[src/rtl/exec_wb_pkg.sv]
// Shared constants for the execute/write-back sequencer.
// Optional Zero/Neg flag outputs are enabled by EXEC_WB_FLAGS_EN.
package exec_wb_pkg;

    localparam int DEF_DATA_W = 32;
    localparam int DEF_REG_AW = 2;
    localparam int DEF_OP_W   = 3;
    localparam int DEF_IMM_W  = 16;

    localparam logic [DEF_OP_W-1:0] OP_ADD = 3'b000;
    localparam logic [DEF_OP_W-1:0] OP_SUB = 3'b001;
    localparam logic [DEF_OP_W-1:0] OP_AND = 3'b010;
    localparam logic [DEF_OP_W-1:0] OP_OR  = 3'b011;
    localparam logic [DEF_OP_W-1:0] OP_SLT = 3'b100;
    localparam logic [DEF_OP_W-1:0] OP_XOR = 3'b101;
    localparam logic [DEF_OP_W-1:0] OP_LDI = 3'b110;
    localparam logic [DEF_OP_W-1:0] OP_ILL = 3'b111;

    typedef enum logic [1:0] {
        S_IDLE = 2'd0,
        S_READ = 2'd1,
        S_EXEC = 2'd2,
        S_WB   = 2'd3
    } state_e;

endpackage

[src/rtl/exec_wb_alu.sv]
// Combinational ALU for the execute/write-back sequencer.
// Maps op/opA/opB/imm to a result and flags undefined opcodes.
module exec_wb_alu
    import exec_wb_pkg::*;
#(
    parameter int DATA_W = DEF_DATA_W,
    parameter int OP_W   = DEF_OP_W,
    parameter int IMM_W  = DEF_IMM_W
) (
    input  logic [OP_W-1:0]   op_i,
    input  logic [DATA_W-1:0] a_i,
    input  logic [DATA_W-1:0] b_i,
    input  logic [IMM_W-1:0]  imm_i,
    output logic [DATA_W-1:0] res_o,
    output logic              ill_o
);

    always_comb begin
        res_o = '0;
        ill_o = 1'b0;
        unique case (op_i)
            OP_ADD: res_o = a_i + b_i;
            OP_SUB: res_o = a_i - b_i;
            OP_AND: res_o = a_i & b_i;
            OP_OR:  res_o = a_i | b_i;
            OP_SLT: res_o = {{(DATA_W-1){1'b0}},
                             ($signed(a_i) < $signed(b_i))};
            OP_XOR: res_o = a_i ^ b_i;
            OP_LDI: res_o = DATA_W'(imm_i);
            default: ill_o = 1'b1;
        endcase
    end

endmodule

[src/rtl/exec_wb_unit.sv]
// Multi-cycle execute/write-back sequencer driving an external RegFile.
// Define EXEC_WB_FLAGS_EN to add registered Zero/Neg result flags.
module exec_wb_unit
    import exec_wb_pkg::*;
#(
    parameter int DATA_W = DEF_DATA_W,
    parameter int REG_AW = DEF_REG_AW,
    parameter int OP_W   = DEF_OP_W,
    parameter int IMM_W  = DEF_IMM_W
) (
    input  logic              clk,
    input  logic              reset,
    input  logic              InValid,
    output logic              InReady,
    input  logic [OP_W-1:0]   InOp,
    input  logic [REG_AW-1:0] InRs,
    input  logic [REG_AW-1:0] InRt,
    input  logic [REG_AW-1:0] InRd,
    input  logic [IMM_W-1:0]  InImm,
    output logic [REG_AW-1:0] ReadReg1,
    output logic [REG_AW-1:0] ReadReg2,
    input  logic [DATA_W-1:0] ReadData1,
    input  logic [DATA_W-1:0] ReadData2,
    output logic [REG_AW-1:0] WriteReg,
    output logic [DATA_W-1:0] WriteData,
    output logic              RegWrite,
    output logic              Done,
    output logic              IllegalOp
`ifdef EXEC_WB_FLAGS_EN
    ,
    output logic              Zero,
    output logic              Neg
`endif
);

    state_e state_q, state_d;

    logic [OP_W-1:0]   op_q;
    logic [REG_AW-1:0] rs_q, rt_q, rd_q;
    logic [IMM_W-1:0]  imm_q;
    logic [DATA_W-1:0] opa_q, opb_q, res_q;
    logic              ill_q;

    logic [DATA_W-1:0] alu_res;
    logic              alu_ill;
    logic              accept;

    logic              wr_en_q;
    logic [REG_AW-1:0] wr_reg_q;
    logic [DATA_W-1:0] wr_data_q;

    assign accept = (state_q == S_IDLE) && InValid;

    always_comb begin
        state_d = state_q;
        unique case (state_q)
            S_IDLE: if (InValid) state_d = S_READ;
            S_READ: state_d = S_EXEC;
            S_EXEC: state_d = S_WB;
            S_WB:   state_d = S_IDLE;
            default: state_d = S_IDLE;
        endcase
    end

    always_ff @(posedge clk or negedge reset) begin
        if (!reset) begin
            state_q <= S_IDLE;
            op_q    <= '0;
            rs_q    <= '0;
            rt_q    <= '0;
            rd_q    <= '0;
            imm_q   <= '0;
            opa_q   <= '0;
            opb_q   <= '0;
            res_q   <= '0;
            ill_q   <= 1'b0;
        end else begin
            state_q <= state_d;
            if (accept) begin
                op_q  <= InOp;
                rs_q  <= InRs;
                rt_q  <= InRt;
                rd_q  <= InRd;
                imm_q <= InImm;
            end
            if (state_q == S_READ) begin
                opa_q <= ReadData1;
                opb_q <= ReadData2;
            end
            if (state_q == S_EXEC) begin
                res_q <= alu_res;
                ill_q <= alu_ill;
            end
        end
    end

    exec_wb_alu #(
        .DATA_W (DATA_W),
        .OP_W   (OP_W),
        .IMM_W  (IMM_W)
    ) u_alu (
        .op_i  (op_q),
        .a_i   (opa_q),
        .b_i   (opb_q),
        .imm_i (imm_q),
        .res_o (alu_res),
        .ill_o (alu_ill)
    );

    // Write port moves on the falling edge so RegWrite is stable
    // across the whole high phase of the posedge that leaves WB.
    always_ff @(negedge clk or negedge reset) begin
        if (!reset) begin
            wr_en_q   <= 1'b0;
            wr_reg_q  <= '0;
            wr_data_q <= '0;
        end else begin
            wr_en_q <= (state_q == S_WB) && !ill_q;
            if ((state_q == S_WB) && !ill_q) begin
                wr_reg_q  <= rd_q;
                wr_data_q <= res_q;
            end
        end
    end

`ifdef EXEC_WB_FLAGS_EN
    logic zero_q, neg_q;

    always_ff @(posedge clk or negedge reset) begin
        if (!reset) begin
            zero_q <= 1'b0;
            neg_q  <= 1'b0;
        end else if (state_q == S_EXEC) begin
            zero_q <= (alu_res == '0);
            neg_q  <= alu_res[DATA_W-1];
        end
    end

    assign Zero = zero_q;
    assign Neg  = neg_q;
`endif

    assign InReady   = (state_q == S_IDLE);
    assign ReadReg1  = rs_q;
    assign ReadReg2  = rt_q;
    assign WriteReg  = wr_reg_q;
    assign WriteData = wr_data_q;
    assign RegWrite  = wr_en_q & reset;
    assign Done      = (state_q == S_WB);
    assign IllegalOp = (state_q == S_WB) && ill_q;

endmodule

[config.mk]
export PLATFORM = sky130hd
export DESIGN_NAME = exec_wb_unit
export DESIGN_NICKNAME = d
export VERILOG_FILES = /design/src/rtl/exec_wb_pkg.sv /design/src/rtl/exec_wb_alu.sv /design/src/rtl/exec_wb_unit.sv
export SDC_FILE = /design/constraint.sdc
export NUM_CORES = 1
export LEC_CHECK = 0
export CAP_MARGIN = 15
export CORE_MARGIN = 4
export CORE_UTILIZATION = 27
export DETAILED_ROUTE_END_ITERATION = 7
export GPL_TIMING_DRIVEN = 0
export PLACE_DENSITY_LB_ADDON = 0.2
export REMOVE_ABC_BUFFERS = 1
export SYNTH_ARGS = -nofsm -noshare
export SYNTH_HDL_FRONTEND = slang
export SYNTH_HIERARCHICAL = 1
export SYNTH_SLANG_ARGS = --single-unit
[constraint.sdc]
create_clock -name clk -period 3.45 [get_ports clk]
set_input_delay 1.035 -clock clk [delete_from_list [all_inputs] [get_ports clk]]
set_output_delay 1.035 -clock clk [all_outputs]
set_load 0.05 [all_outputs]
---- Word level (Yosys, flattened, before mapping) ----
Cells that the tools add are included.
operators by class
  eq/ne operators ......................... 10
  add/sub/neg operators ................... 2
  mux-type cells .......................... 4
  bitwise operators ....................... 4
  reduce and logical (&&, ||, !) cells .... 7
  magnitude comparators ................... 1
operators by type and width
  kind                  count
  $pmux W32 S7          1
  $add A32 B32 Y32      1
  $and A32 B32 Y32      1
  $lt A32 B32 Y1        1
  $or A32 B32 Y32       1
  $sub A32 B32 Y32      1
  $xor A32 B32 Y32      1
  $eq A3 B3 Y1 const B  3
  $pmux W2 S4           1
  $reduce_or A7 Y1      1
  $eq A3 B2 Y1 const B  2
  $eq A2 B2 Y1 const B  2
  $eq A3 B1 Y1 const B  1
  $logic_and A1 B1 Y1   3
  $logic_not A3 Y1      1
  $eq A2 B1 Y1 const B  1
  $logic_not A2 Y1      1
  $mux W2               1
  $ne A2 B2 Y1 const B  1
  $and A1 B1 Y1         1
  $logic_not A1 Y1      1
  $mux W1               1
storage, ports and cells
  input bits .............................. 92
  word-level logic and storage cells ...... 41
  register bits after elaboration ......... 159

---- Depth between registers and ports, before layout ----
  word-level depth ........................ 3
  mapped depth ............................ 13
  depth with buffers taken out ............ 13

---- By module ----
Netlist, hierarchy kept.
by module, submodules not included
  module        seq. area each (um2)  area an instance (um2)  times used  cells an instance
  exec_wb_unit  3,978.8               6,150.9                 1           349
  exec_wb_alu   0.0                   5,632.9                 1           854

==> run metrics <==
status=finished, violations left; Post-Synthesis Cells=1203; #FFs+latches synth=159; global-route usage over all layers=0.1598; largest net degree at the start of global routing=89; CTS Buf Count=17; CTS tree=done; RePlAce Congestion=0.8778; EDFF count, synth=0; Layout area overhead=27.86%; final hold vios=0; failing checks=setup timing; Die W=216.9 um; Diodes inserted=0; Rows=76; Synth async-reset ratio=1.000; H-tree levels=4; antenna viol nets, final=0; max capacitance violation total=0; CTS root buf=clkbuf_16; die area=0.04705 mm^2; synthesized cell area=0.01178 mm^2; I/O Buffers=133; Vias/cell=4.968; worst reg2reg path depth=14; Worst Tran Pin Value=0.9885 ns; Min-Delay Path Depth=1; Netlist cell types=100; Critical Path RT=2.41 ns; Pre-Repair DR Iteration Count=7; syn_area_per_cell=9.795 um^2; Setup Skew=0.04284 ns; nets=1542; number of global-route vias before repair=9948; antenna violations before repair=0; post-DP HPWL=26630 um; part of the Yosys area used for sequential elements=0.3377; Worst Setup Slack, final=-0.4010 ns; clk sinks=159; Relative slew margins=0.3403; first-pass GRT wire length=58650 um; Detailed Route Iter0 Violations=545; core area=0.04308 mm^2; Die Span Y=216.9 um; RSZ-0062 raised after global routing=yes; Cell Count, Final, Fillers Out=1937; Post-Place Cells=1861; clk buf depth=2; post-layout util=0.3498; pre-CTS WS=-0.6134 ns; crit path capture type=primary output; worst setup path category=reg2out; layout cells sized above 1=0.2737; vias=9623; Worst-path clk slew=0.05 ns; top fanout value on the critical path=1; Slew Limit Fails=0; top cells by area, synth=dfrtp_1 (26%), mux2_2 (12%), ha_1 (12%); # fillers=4402; crit path DAT=2.82 ns; post-synth top area share=0.2633; worst-skew pair later-pin latency=0.47 ns; routed wire length=37420 um; post-synth top area cell=dfrtp_1; yosys warns=6; Initial Util=0.2736; Tightest Hold Check Type=reg2reg; setup TNS=-11.87 ns; Startpoint Class=register; ys flop type=dfrtp_1; DR DRC count=0; hold bufs inserted after CTS=0; Ports=134; final setup fails=35; wire per inst=19.32 um; GRT Residual Overflow=0
synthesized netlist by cell type, types with 6 or more instances:
cell and instances:
mux2_2 129, buf_4 9, ha_1 109, o31ai_1 10
nor3_1 18, dfrtp_1 124, nor2b_1 10, and3_1 6
buf_2 12, o211ai_1 18, nor2_1 78, o21ai_0 47
mux2i_1 18, clkbuf_1 35, inv_1 98, o21bai_1 13
nand3_1 16, o22ai_1 21, dfrtn_1 35, mux2_4 29
xnor2_1 9, o221ai_1 12, a211oi_1 15, a21oi_1 89
a31oi_1 7, nand2b_1 10, nand4_1 9, nand2_1 72
a21o_1 12
placed cells by master (no fill, tap or decap), types with 10 or more instances in the layout:
master,synthesis,routed
o21bai_1,13,11
nor3_1,18,16
o211ai_1,18,18
clkbuf_16,0,17
buf_4,9,38
nor2_1,78,76
dfrtn_1,35,35
mux2_4,29,29
o21ai_0,47,42
mux2i_1,18,18
a21oi_1,89,85
ha_1,109,88
nand3_1,16,16
ha_2,0,12
a21o_1,12,12
nand2b_1,10,10
nand2_1,72,72
inv_1,98,93
a211oi_1,15,13
buf_12,3,10
dfrtp_1,124,117
clkdlybuf4s50_1,0,97
mux2_2,129,129
nor2b_1,10,10
o221ai_1,12,10
o22ai_1,21,18
buf_6,2,34
registers in the layout, indices dropped and copies added, names as in the netlist:
signal     cells
WriteData     32
opa_q         32
opb_q         32
res_q         32
imm_q         16
op_q           3
ReadReg1       2
ReadReg2       2
WriteReg       2
rd_q           2
state_q        2
ill_q          1
wr_en_q        1
worst max-delay path: stages (launching register included):
cell and delay (ns):
dfrtn_1 0.38, and2_4 0.14, buf_8 0.14
path summary, 6_finish.rpt:
| path | from | endpoint | slack (ns) |
|---|---|---|---|
| hold / removal | WriteData[11] | WriteData[11] | 0.48 |
| setup reg to reg | opa_q[0] | res_q[0] | 0.08 |
| max in group asynchronous | reset | WriteData[9] | 0.41 |
| min in group asynchronous | reset | opa_q[23] | 0.50 |
| hold reg to reg | WriteData[11] | WriteData[11] | 0.48 |
| setup / recovery | wr_en_q | RegWrite | -0.40 |
repair_timing:
item / in CTS / in global routing
setup buffers: 30 / 13
pin swaps: 6 / 18
gates cloned: 1 / 0
resized for setup: 274 / 55
endpoints found under the setup margin: 87 / 64
kinds of logic (layout without fill, tap and decap cells):
| family | after synthesis | after routing | synth area share |
|---|---|---|---|
| AND/OR/NAND/NOR | 257 | 258 | 0.1075 |
| AO/OA/AOI/OAI | 319 | 319 | 0.1859 |
| buffers and inverters | 169 | 317 | 0.06541 |
| multiplexers | 176 | 176 | 0.1755 |
| flip-flops | 159 | 159 | 0.3377 |
| adder cells (fa/ha/maj) | 111 | 111 | 0.1191 |
| XOR/XNOR | 12 | 12 | 0.008920 |
area by class of cell:
class	count	area (um^2)	share of cell area
Timing Repair Buffer	183	1912	0.1269
Sequential cell	159	3990	0.2648
Multi-Input combinational cell	876	7445	0.4941
Clock buffer	20	466.7	0.03097
Tap cell	585	732.0	0.04858
Inverter	102	389.1	0.02583
Clock inverter	12	132.6	0.008802
per-layer routing:
metal | vias up | global-route usage | share of wire
met3 | 32 | 0.03672 | 0.048
met2 | 230 | 0.2533 | 0.46
met4 | 0 | 0.04664 | 0.016
met1 | 4755 | 0.2187 | 0.48
met5 | - | 0 | 0
li1 | 4606 | - | -
per-stage QoR:
stage	hold WS, ns	area (um^2)
floorplan	0.4737	11400
global placement	0.4528	13460
detailed placement	0.4529	13620
CTS	0.4823	14700
global route	0.4835	15070
finish	0.4804	15070
Power is left out: the tool's default activity adds up to more than one toggle a clock period on the data nets, which glitch-free logic cannot reach.
